### src/rtl/ropuf_pkg.sv
`default_nettype none
// ============================================================================
// Module      : ropuf_pkg
// Description : Shared constants and state encoding for the RO-PUF
//               measurement sequencer.
// Revision    : 1.0 - initial release
// ============================================================================
package ropuf_pkg;

  // Count value that presents the resolved bit to the capture register.
  localparam logic [7:0] WINDOW_LAST = 8'd250;
  // Number of response bits per measurement.
  localparam int         ROUNDS      = 16;
  // Count value parked on after a completed run; never aliases count 0.
  localparam logic [7:0] IDLE_COUNT  = 8'd255;
  localparam logic [3:0] LAST_ROUND  = 4'(ROUNDS - 1);

  typedef enum logic [2:0] {
    ST_IDLE    = 3'd0,
    ST_SETTLE  = 3'd1,
    ST_MEASURE = 3'd2,
    ST_RESOLVE = 3'd3,
    ST_DONE    = 3'd4
  } state_t;

endpackage
`default_nettype wire

### src/rtl/ro_tick_counter.sv
`default_nettype none
// ============================================================================
// Module      : ro_tick_counter
// Description : 8-bit tick counter with synchronous clear and tick enable.
// Revision    : 1.0 - initial release
// ============================================================================
module ro_tick_counter (
  input  logic       clk,
  input  logic       Reset_n,
  input  logic       clr,
  input  logic       en,
  input  logic       tick,
  output logic [7:0] value
);

  logic [7:0] r_value;

  // Clear dominates; a tick only counts while the window is open.
  always_ff @(posedge clk) begin
    if (!Reset_n) begin
      r_value <= '0;
    end else if (clr) begin
      r_value <= '0;
    end else if (en && tick) begin
      r_value <= r_value + 8'd1;
    end
  end

  assign value = r_value;

endmodule
`default_nettype wire

### src/rtl/ropuf_measure_sequencer.sv
`default_nettype none
// ============================================================================
// Module      : ropuf_measure_sequencer
// Description : Sequences 16 RO-pair measurements and presents round/count/bit
//               with the timing the response capture register samples.
// Revision    : 1.0 - initial release
// ============================================================================
module ropuf_measure_sequencer
  import ropuf_pkg::*;
#(
  parameter int SETTLE_CYC = 16
) (
  input  logic       clk,
  input  logic       Reset_n,
  input  logic       start,
  input  logic       ro_a_tick,
  input  logic       ro_b_tick,
  output logic [3:0] ro_sel,
  output logic       ro_en,
  output logic [0:3] round,
  output logic [0:7] count,
  output logic       bit_out,
  output logic       busy,
  output logic       done
);

  localparam logic [7:0] c_settle_last = 8'(SETTLE_CYC - 1);

  state_t     r_state;
  state_t     w_state_next;
  logic [3:0] r_round;
  logic [7:0] r_count;
  logic [7:0] r_settle;
  logic       r_bit;

  logic       w_settle_end;
  logic       w_window_end;
  logic       w_clr;
  logic       w_en;
  logic [7:0] w_a_val;
  logic [7:0] w_b_val;
  logic [8:0] w_a_total;
  logic [8:0] w_b_total;

  ro_tick_counter u_cnt_a (
    .clk     (clk),
    .Reset_n (Reset_n),
    .clr     (w_clr),
    .en      (w_en),
    .tick    (ro_a_tick),
    .value   (w_a_val)
  );

  ro_tick_counter u_cnt_b (
    .clk     (clk),
    .Reset_n (Reset_n),
    .clr     (w_clr),
    .en      (w_en),
    .tick    (ro_b_tick),
    .value   (w_b_val)
  );

  assign w_settle_end = (r_settle == c_settle_last);
  assign w_window_end = (r_count == WINDOW_LAST - 8'd1);

  // The bit is latched on the same edge that counts the final-cycle tick,
  // so fold the in-flight tick into the comparison.
  assign w_a_total = {1'b0, w_a_val} + {8'd0, ro_a_tick};
  assign w_b_total = {1'b0, w_b_val} + {8'd0, ro_b_tick};

  // State register.
  always_ff @(posedge clk) begin
    if (!Reset_n) begin
      r_state <= ST_IDLE;
    end else begin
      r_state <= w_state_next;
    end
  end

  // Next-state logic and state-decoded controls.
  always_comb begin
    w_state_next = r_state;
    busy         = 1'b0;
    ro_en        = 1'b0;
    done         = 1'b0;
    w_clr        = 1'b0;
    w_en         = 1'b0;
    case (r_state)
      ST_IDLE: begin
        if (start) w_state_next = ST_SETTLE;
      end
      ST_SETTLE: begin
        busy  = 1'b1;
        ro_en = 1'b1;
        w_clr = 1'b1;
        if (w_settle_end) w_state_next = ST_MEASURE;
      end
      ST_MEASURE: begin
        busy  = 1'b1;
        ro_en = 1'b1;
        w_en  = 1'b1;
        if (w_window_end) w_state_next = ST_RESOLVE;
      end
      ST_RESOLVE: begin
        busy  = 1'b1;
        ro_en = 1'b1;
        w_state_next = (r_round == LAST_ROUND) ? ST_DONE : ST_SETTLE;
      end
      ST_DONE: begin
        done         = 1'b1;
        w_state_next = ST_IDLE;
      end
      default: begin
        w_state_next = ST_IDLE;
      end
    endcase
  end

  // Round, count, settle timer and response bit; count is the presented value.
  always_ff @(posedge clk) begin
    if (!Reset_n) begin
      r_round  <= '0;
      r_count  <= '0;
      r_settle <= '0;
      r_bit    <= 1'b0;
    end else begin
      case (r_state)
        ST_IDLE: begin
          if (start) begin
            r_round  <= '0;
            r_count  <= '0;
            r_settle <= '0;
          end
        end
        ST_SETTLE: begin
          r_settle <= r_settle + 8'd1;
        end
        ST_MEASURE: begin
          if (w_window_end) begin
            r_count <= WINDOW_LAST;
            r_bit   <= (w_a_total > w_b_total);
          end else begin
            r_count <= r_count + 8'd1;
          end
        end
        ST_RESOLVE: begin
          if (r_round == LAST_ROUND) begin
            r_count <= IDLE_COUNT;
          end else begin
            r_round  <= r_round + 4'd1;
            r_count  <= '0;
            r_settle <= '0;
          end
        end
        default: begin
        end
      endcase
    end
  end

  assign round   = r_round;
  assign count   = r_count;
  assign ro_sel  = r_round;
  assign bit_out = r_bit;

endmodule
`default_nettype wire
### config.mk
export PLATFORM = sky130hd
export DESIGN_NAME = ropuf_measure_sequencer
export DESIGN_NICKNAME = d
export VERILOG_FILES = /design/src/rtl/ropuf_pkg.sv /design/src/rtl/ro_tick_counter.sv /design/src/rtl/ropuf_measure_sequencer.sv
export SDC_FILE = /design/constraint.sdc
export NUM_CORES = 1
export LEC_CHECK = 0
export CAP_MARGIN = 20
export CORE_UTILIZATION = 50
export DETAILED_ROUTE_END_ITERATION = 10
export PLACE_DENSITY = 0.7
export SETUP_SLACK_MARGIN = 0.5
export SYNTH_ARGS = -nofsm -noshare
export SYNTH_HDL_FRONTEND = slang
export SYNTH_SLANG_ARGS = --single-unit
### constraint.sdc
create_clock -name clk -period 3.8 [get_ports clk]
set_clock_uncertainty 0.1 [all_clocks]
set_input_delay 0.95 -clock clk [delete_from_list [all_inputs] [get_ports clk]]
set_output_delay 0.95 -clock clk [all_outputs]
set_load 0.01 [all_outputs]
# Word-level counts from Yosys, hierarchy flattened
# Index checks and enable logic that the tools add are counted.
word_totals:
  register_bits: 40
  inputBits: 5
  out_inout_bits: 20
classes:
  addsub: 7
  n_lt_le_gt_ge: 1
  eq_ne: 11
  mux: 18
  n_bitwise: 1
  n_reduce_logical: 13
op_table:
  columns: ["operator", "n"]
  rows:
  - ["8-bit case mux with 3 select lines", 2]
  - ["8-bit by 1-bit adder with 8-bit output (second input constant)", 4]
  - ["8-bit two-way mux", 4]
  - ["8-bit by 1-bit adder with 9-bit output", 2]
  - ["3-bit two-way mux", 4]
  - ["3-bit case mux with 4 select lines", 1]
  - ["9-bit greater-than comparator", 1]
  - ["3-bit AND reduction", 3]
  - ["8-bit by 4-bit == test with 1-bit output (second input constant)", 1]
  - ["8-bit == test (second input constant)", 1]
  - ["4-bit two-way mux", 2]
  - ["2-bit != test (second input constant)", 4]
  - ["4-bit case mux with 2 select lines", 1]
  - ["3-bit by 2-bit == test with 1-bit output (second input constant)", 2]
  - ["3-bit nonzero test", 2]
  - ["4-bit by 1-bit adder with 4-bit output (second input constant)", 1]
  - ["4-bit == test (second input constant)", 1]
  - ["1-bit two-way mux", 4]
  - ["2-bit AND reduction", 2]
  - ["3-bit by 1-bit == test with 1-bit output (second input constant)", 1]
  - ["3-bit == test (second input constant)", 1]
  - ["3-bit zero test", 1]
  - ["3-bit OR reduction", 1]
  - ["1-bit logical AND", 2]
  - ["3 further kinds", 3]

# Longest topological paths before layout
# Gate-level depths: netlist of run 1.
logic_depth:
  depth_word: 3
  mapped_depth: 10
  mapped_depth_nobuf: 10

# Cells and area by module
# A second synthesis of run 1 with hierarchy kept.
unflattened:
  hier_cells: 302
  area_unflattened_um2: 2528.7
modules_own_cells:
  columns: ["module", "instances", "cells_per_inst", "area_each_um2"]
  rows:
  - ["ropuf_measure_sequencer", 1, 220, 1823.0]
  - ["ro_tick_counter", 2, 41, 352.8]

# Worst setup path after synthesis of run 1
# OpenSTA, ideal clock, no wires.
synth_path:
  path_type: "input to register"
  startpoint: "input ro_a_tick"
  endpoint: "register r_bit (netlist: bit_out)"
  t_arrival_ns: 2.664
  setup_slack_ns: 0.904
  path_stages: 10
  path_buffers: 0
  cell_sequence: "ha_1 ha_1 and3_1 nand3_1 xnor2_1 ha_1 a211oi_1 nor2_1 a2111oi_0 o22ai_1"
synth_between:
  elab_chain_cells: 2
synth_rtl:
  columns: ["element", "line", "rtl"]
  rows:
  - ["start: declaration", "ropuf_measure_sequencer.sv:16", "input logic ro_a_tick,"]
  - ["8-bit by 1-bit adder with 9-bit output", "ropuf_measure_sequencer.sv:68", "assign w_a_total = {1'b0, w_a_val} + {8'd0, ro_a_tick};"]
  - ["9-bit greater-than comparator", "ropuf_measure_sequencer.sv:141", "r_bit <= (w_a_total > w_b_total);"]
  - ["end signal: assignment", "ropuf_measure_sequencer.sv:141", null]
  - ["end: declaration", "ropuf_measure_sequencer.sv:34", "logic r_bit;"]
# No other way between the ends.
# A chain may end at the register's enable or synchronous reset.

# Final worst setup path of run 1
layout_path:
  startpoint: "input ro_b_tick"
  endpoint: "register r_bit (netlist: bit_out)"
layout_between:
  elab_chain_cells: 2
layout_rtl:
  columns: ["element", "line", "rtl"]
  rows:
  - ["start: declaration", "ropuf_measure_sequencer.sv:17", "input logic ro_b_tick,"]
  - ["8-bit by 1-bit adder with 9-bit output", "ropuf_measure_sequencer.sv:69", "assign w_b_total = {1'b0, w_b_val} + {8'd0, ro_b_tick};"]
  - ["9-bit greater-than comparator", "ropuf_measure_sequencer.sv:141", null]
# No other way between the ends.

==> results of run 1 <==
==> sequential cells by signal, summed over array words and instances, names as in the netlist <==
name	count
r_state	3
bit_out	1
r_settle	8
ro_sel	4
count	8
u_cnt_a.value	8
u_cnt_b.value	8
==> routing by layer <==
layer	share of wire	vias to the layer above	GRT usage
met5	0	-	0
met2	0.46	47	0.3551
li1	-	1125	-
met3	0.036	13	0.04834
met1	0.48	1033	0.2968
met4	0.023	0	0.1046
==> cell families after synthesis <==
| logic type | synth area share |
|---|---|
| buffers and inverters | 0.05110 |
| and+or+nand+nor | 0.2695 |
| xor gates and xnor gates | 0.09118 |
| adders and majority gates | 0.1002 |
| AOI/OAI and AO/OA | 0.1628 |
| DFF | 0.3206 |
| muxes | 0.004509 |
==> where the power goes <==
| part | internal, W | switching, W |
|---|---|---|
| Clock | 0.000232 | 0.000160 |
| Combinational | 0.0000240 | 0.0000286 |
| Sequential | 0.000423 | 0.00000770 |
==> what timing repair did <==
item / CTS / global route
endpoints found under the setup margin: 1 / 1
gates resized for setup: 2 / 3
cloned: 0 / 0
pin swaps: 1 / 3
==> worst paths after layout <==
path                                                     from                       end  slack, ps  depth (start not counted)
worst max-delay path                                ro_b_tick      bit_out$_SDFFE_PN0P_        640                         10
worst min register to register       r_settle[7]$_SDFFE_PN0P_  r_settle[7]$_SDFFE_PN0P_        380                          2
worst min-delay path                 r_settle[7]$_SDFFE_PN0P_  r_settle[7]$_SDFFE_PN0P_        380                          2
worst max register to register  u_cnt_a.value[0]$_SDFFE_PP0P_      bit_out$_SDFFE_PN0P_       1250                         10
==> stage by stage <==
step                setup slack (ps)   power, W  cell area [µm²]
finish                         641.7  0.0008754             2893
global route                   480.8  0.0009023             2893
CTS                            506.6  0.0008816             2883
detailed placement             150.5  0.0004928             2750
global placement               240.2  0.0004902             2739
floorplan                      904.1  0.0004702             2497
==> final cells by class <==
cell class	count	area, µm²	share of cell area
flip-flops and latches	40	800.8	0.2768
repair buffers	27	269.0	0.09299
clock buffers	7	96.34	0.03330
clock inverters	1	30.03	0.01038
well taps	67	83.83	0.02898
inverters	8	30.03	0.01038
multi-input cells	234	1583	0.5471
==> placed cells by master (no fill, tap or decap), types with 2 or more instances in the layout <==
| cell | count |
|---|---|
| dfxtp_1 | 40 |
| nor2_1 | 25 |
| a21oi_1 | 25 |
| clkdlybuf4s50_1 | 23 |
| ha_1 | 20 |
| nand2_1 | 18 |
| o21ai_0 | 16 |
| nand3_1 | 14 |
| xor2_1 | 14 |
| xnor2_1 | 12 |
| nand4_1 | 10 |
| nor3_1 | 10 |
| inv_1 | 8 |
| or3_1 | 8 |
| and3_1 | 7 |
| clkbuf_8 | 7 |
| or4_1 | 6 |
| o31ai_1 | 5 |
| a21boi_0 | 4 |
| nor2b_1 | 4 |
| nand4bb_1 | 2 |
| and4bb_2 | 2 |
| o211ai_1 | 2 |
| a31oi_1 | 2 |
| and4_1 | 2 |
| o21a_1 | 2 |
| nor4_1 | 2 |
| buf_4 | 2 |
==> cell usage after synthesis, types with 5 or more instances <==
master / count / share of area
clkbuf_1: 10 / 0.015
ha_1: 20 / 0.10
dfxtp_1: 40 / 0.32
xor2_1: 14 / 0.049
nand2_1: 18 / 0.027
xnor2_1: 12 / 0.042
o31ai_1: 5 / 0.015
nor3_1: 10 / 0.020
or4_1: 6 / 0.018
buf_4: 6 / 0.018
a21oi_1: 25 / 0.050
o21ai_0: 16 / 0.032
nand4_1: 10 / 0.025
or3_1: 8 / 0.020
and3_1: 7 / 0.018
nor2_1: 26 / 0.039
nand3_1: 14 / 0.028
inv_1: 8 / 0.012
==> critical path, stage by stage <==
cell	delay, ps
clkdlybuf4s50_1	520
ha_1	180
ha_1	180
nand3_1	130
xor2_1	180
ha_1	320
a21oi_1	120
o21ai_0	120
a2111oi_2	400
o22ai_1	140
==> out/results.ini, run 1 <==
[clock_network]
cts_tree = built
clk_path_buf_depth = 2
insertion_delay_ps = 300
cts_setup_buffers = 0
cts_htree_levels = 2
clk_pin_slew_ps = 80
numCtsBuffers = 5
cts_sinks = 40
ctsRootBufferMaster = clkbuf_8
hold_buffers = 0

[finish]
nets = 341
synthToLayoutAreaGrowth_pct = 15.83
antenna_cells = 0
n_fill_cell = 443
post-route-util = 0.6084
instances_no_fill = 384
drive_gt1_frac = 0.06940

[route]
drt_iter0_markers = 106
vias = 2218
drt_pass1_iterations = 4
routed_wl_mm = 5.429
wl_per_cell_um = 14.14
vias_per_cell = 5.776
route.detailed.drc = 0
postRouteAntennaNets = 0

[grt]
grt_first_pass_wirelength_mm = 9.246
grt_overflow = 0
grt_pass1_vias = 2008
grt_use_total = 0.2261
grt_max_degree = 22
antenna_found_initial = 0

[placed_design]
place_congestion = 0.8803
hpwlAfterDp_mm = 3.700
dp_cells = 376
io_buffers = 24

[sta]
worstMarginPinSlew_ps = 713.6
rsz0062_at_grt = no
fmax_mhz = 316.6
finalCriticalPeriod_ps = 3158
setup_viol = 0
finalSetupTns_ps = 0
period_share = 0.8311
finalHoldViolCount = 0
slew_viol_final = 0
maxSlewHeadroom = 0.5214
holdWs_ps = 378.1

[die]
num_io_pins = 25
die_y_um = 72.68
coreArea_um2 = 4755
initial_core_util = 0.5253
dieArea_um2 = 5282
rows = 25
die_w_um = 72.68

[synth]
synth_area_um2 = 2497
yosysUniqueCellTypes = 47
ys.warnings.count = 0
ys_seq_elements = 40
syn_avg_cell_area_um2 = 8.297
synth-seq-area-share = 0.3206
syn_nets = 326
synth_ff_type = dfxtp_1
async_reset_ff_frac = 0
synth_edf_count = 0
synth_cells = 301

[worst_hold_path]
hold_path.class = register to register

[power]
power.density_nw_per_um2 = 302.6
vdd_drop_max_v = 0.0001836
p_leak_nw = 1.050

[worst_setup_path]
crit_path_end_kind = register
path_class = primary input to register
worstPathArrival_ps = 3240
start_kind = primary input
required_ps = 3880
cp_max_fo = 3

[run]
maxCapViolCount = 0

[run_status]
status = completed

Note: power is estimated with default switching activity, not from simulation.
==> run 2, diff against run 1 <==
Settings changed: PLACE_DENSITY 0.7 to 0.73.
Clock period 3.8 ns to 2.5 ns, I/O delays scaled along.
==> run 2 against run 1 <==
Utilization rose by 5.6 points. Register-to-register slack got worse by 990 ps. Design area grew 9.1%. Hold slack gained 12 ps. Combinational power increased by 73%. Largest cell class unchanged. Non-clock buffer count up 14. Sequential share of layout area fell by 1.2 points. Via count grew 2.6%.
==> out/results.ini, run 2 (synthesis results as in run 1) <==
[worst_setup_path]
path_class = primary input to register
cp_max_fo = 3  ; unchanged
path_cells = buf_2 > ha_4 > ha_4 > nand3_4 > nor2_4 > xnor2_1 > ha_1 > and4_1 > a2111oi_2 > o22ai_1
crit_slowest_cell = a2111oi_2
slowest_delay_ps = 360  ; -160 ps
worstPathArrival_ps = 2330  ; -910 ps
reg2reg_slack_ps = 260  ; -990 ps
start_kind = primary input
cp_common_cell = ha_4
crit_path_end_kind = register
required_ps = 2570  ; -1310 ps

[power]
clkPwrFrac = 0.388  ; -0.060
power.density_nw_per_um2 = 382.8  ; +26%
p_seq_frac = 0.537  ; +0.045
vdd_drop_max_v = 0.0002678  ; +46%
p_sw_w = 0.0002818  ; +43%
switching_share = 0.2332  ; +0.008793
p_leak_nw = 1.146  ; +9.2%
pwr-share-comb = 0.075  ; +0.015
internal_power_w = 0.0009266  ; +36%

[sta]
post-route-worst-setup-slack_ps = 243.7  ; -398.0 ps
worstMarginPinSlew_ps = 555.0  ; -158.6 ps
finalCriticalPeriod_ps = 2256
setup_viol = 0  ; unchanged
finalHoldViolCount = 0  ; unchanged
maxSlewHeadroom = 0.6287  ; +0.1073
period_share = 0.9025
holdWs_ps = 390.0  ; +11.84 ps
slew_viol_final = 0  ; unchanged
rsz0062_at_grt = yes
fmax_mhz = 443.2

[finish]
n_fill_cell = 383  ; -14%
final_cell_mix = 23 x a21oi_1, 22 x dfxtp_1, 21 x nor2_1, 17 x nand2_1, 17 x buf_4
drive_gt1_frac = 0.2485  ; +0.1791
nets = 355  ; +4.1%
synthToLayoutAreaGrowth_pct = 26.40
antenna_cells = 0  ; unchanged
fin_area_um2 = 3157  ; +9.1%
final_common_cell = a21oi_1

[route]
routed_wl_mm = 5.545  ; +2.1%
postRouteAntennaNets = 0  ; unchanged
route.detailed.drc = 0  ; unchanged
vias_per_cell = 5.733  ; -0.75%
drt_pass1_iterations = 4  ; unchanged
vias = 2276  ; +2.6%
drt_iter0_markers = 83  ; -22%
wl_per_cell_um = 13.97  ; -1.2%

[die]
coreArea_um2 = 4755  ; unchanged
die_y_um = 72.68  ; unchanged
num_io_pins = 25  ; unchanged
initial_core_util = 0.5253  ; unchanged
rows = 25  ; unchanged
dieArea_um2 = 5282  ; unchanged
die_w_um = 72.68  ; unchanged

[clock_network]
insertion_delay_ps = 290  ; about the same
cts_tree = built
hold_buffers = 0  ; unchanged
cts_htree_levels = 2  ; unchanged
cts_sinks = 40  ; unchanged
ctsRootBufferMaster = clkbuf_8
clk_pin_slew_ps = 80  ; about the same
numCtsBuffers = 5  ; unchanged
clk_path_buf_depth = 2  ; unchanged

[grt]
grt_first_pass_wirelength_mm = 9.197  ; -0.53%
grt_max_degree = 18  ; -18%
grt_overflow = 0  ; unchanged
grt_pass1_vias = 2073  ; +3.2%
antenna_found_initial = 0  ; unchanged
grt_use_total = 0.2216  ; -0.004523

[placed_design]
place_congestion = 0.8246  ; -6.3%
hpwlAfterDp_mm = 3.923  ; +6.0%
dpl-instance-area_um2 = 2907  ; +5.7%
io_buffers = 24  ; unchanged
dp_slack_ps = -676.5  ; -827.0 ps

[run_status]
status = completed

[worst_hold_path]
hold_path.class = register to register

[run]
maxCapViolCount = 0  ; unchanged

run 2: changes by cell type in the layout (fill, tap and decap cells not counted), sizes merged:
cell / previous run / this run
dlygate4sd2: 0 / 1
clkdlybuf4s50: 23 / 16
clkdlybuf4s15: 0 / 1
dlymetal6s2s: 1 / 2
clkbuf: 7 / 9
bufinv: 1 / 0
buf: 3 / 19
run 2: path summary, 6_finish.rpt:
check / end / startpoint / cells past startpoint
max: bit_out$_SDFFE_PN0P_ / ro_b_tick / 10
min reg2reg: r_settle[7]$_SDFFE_PN0P_ / r_settle[7]$_SDFFE_PN0P_ / 2
min: r_settle[7]$_SDFFE_PN0P_ / r_settle[7]$_SDFFE_PN0P_ / 2
max reg2reg: bit_out$_SDFFE_PN0P_ / u_cnt_a.value[0]$_SDFFE_PP0P_ / 9
run 2: cell type report:
class	instances	area [µm²]	area share
Multi-Input combinational cell	234	1748	0.5537
Inverter	8	30.03	0.009512
Tap cell	67	83.83	0.02656
Clock buffer	7	96.34	0.03052
Sequential cell	40	835.8	0.2648
Timing Repair Buffer	41	362.8	0.1149
run 2: stage by stage:
| step | setup TNS, ps | utilization | instances | total power (W) |
|---|---|---|---|---|
| detailed placement | -1131 | 0.6113 | 389 | 0.0007547 |
| global route | 0 | 0.6639 | 397 | 0.001256 |
| floorplan | 0 | - | 301 | 0.0007149 |
| finish | 0 | 0.6639 | 397 | 0.001208 |
| CTS | 0 | 0.6487 | 396 | 0.001217 |
| global placement | -659.0 | 0.6113 | 389 | 0.0007532 |
run 2: metal layers:
metal,routed length [µm],vias up,global-route usage
li1,-,1154,-
met1,2694,1069,0.2844
met4,61,0,0.05882
met3,232,5,0.04420
met2,2557,48,0.3790
met5,0,-,0
run 2: power by group through the flow:
stage	clock [W]	combinational (W)	sequential (W)
CTS	0.000479	0.0000877	0.000650
floorplan	0	0.0000506	0.000664
global route	0.000505	0.000101	0.000650
detailed placement	0	0.0000870	0.000668
finish	0.000469	0.0000909	0.000649
global placement	0	0.0000857	0.000667
run 2: what timing repair did:
action / CTS / global route
setup buffers: 0 / 1
pin swaps: 10 / 12
resized for setup: 44 / 26
endpoints found under the setup margin: 25 / 26
run 2: critical path: cells and delay by family:
family | cells | cell delay (ps)
AO/OA/AOI/OAI | 2 | 470
AND/OR/NAND/NOR | 3 | 300
XOR/XNOR | 1 | 120
buffers and inverters | 1 | 130
adder cells (fa/ha/maj) | 3 | 670
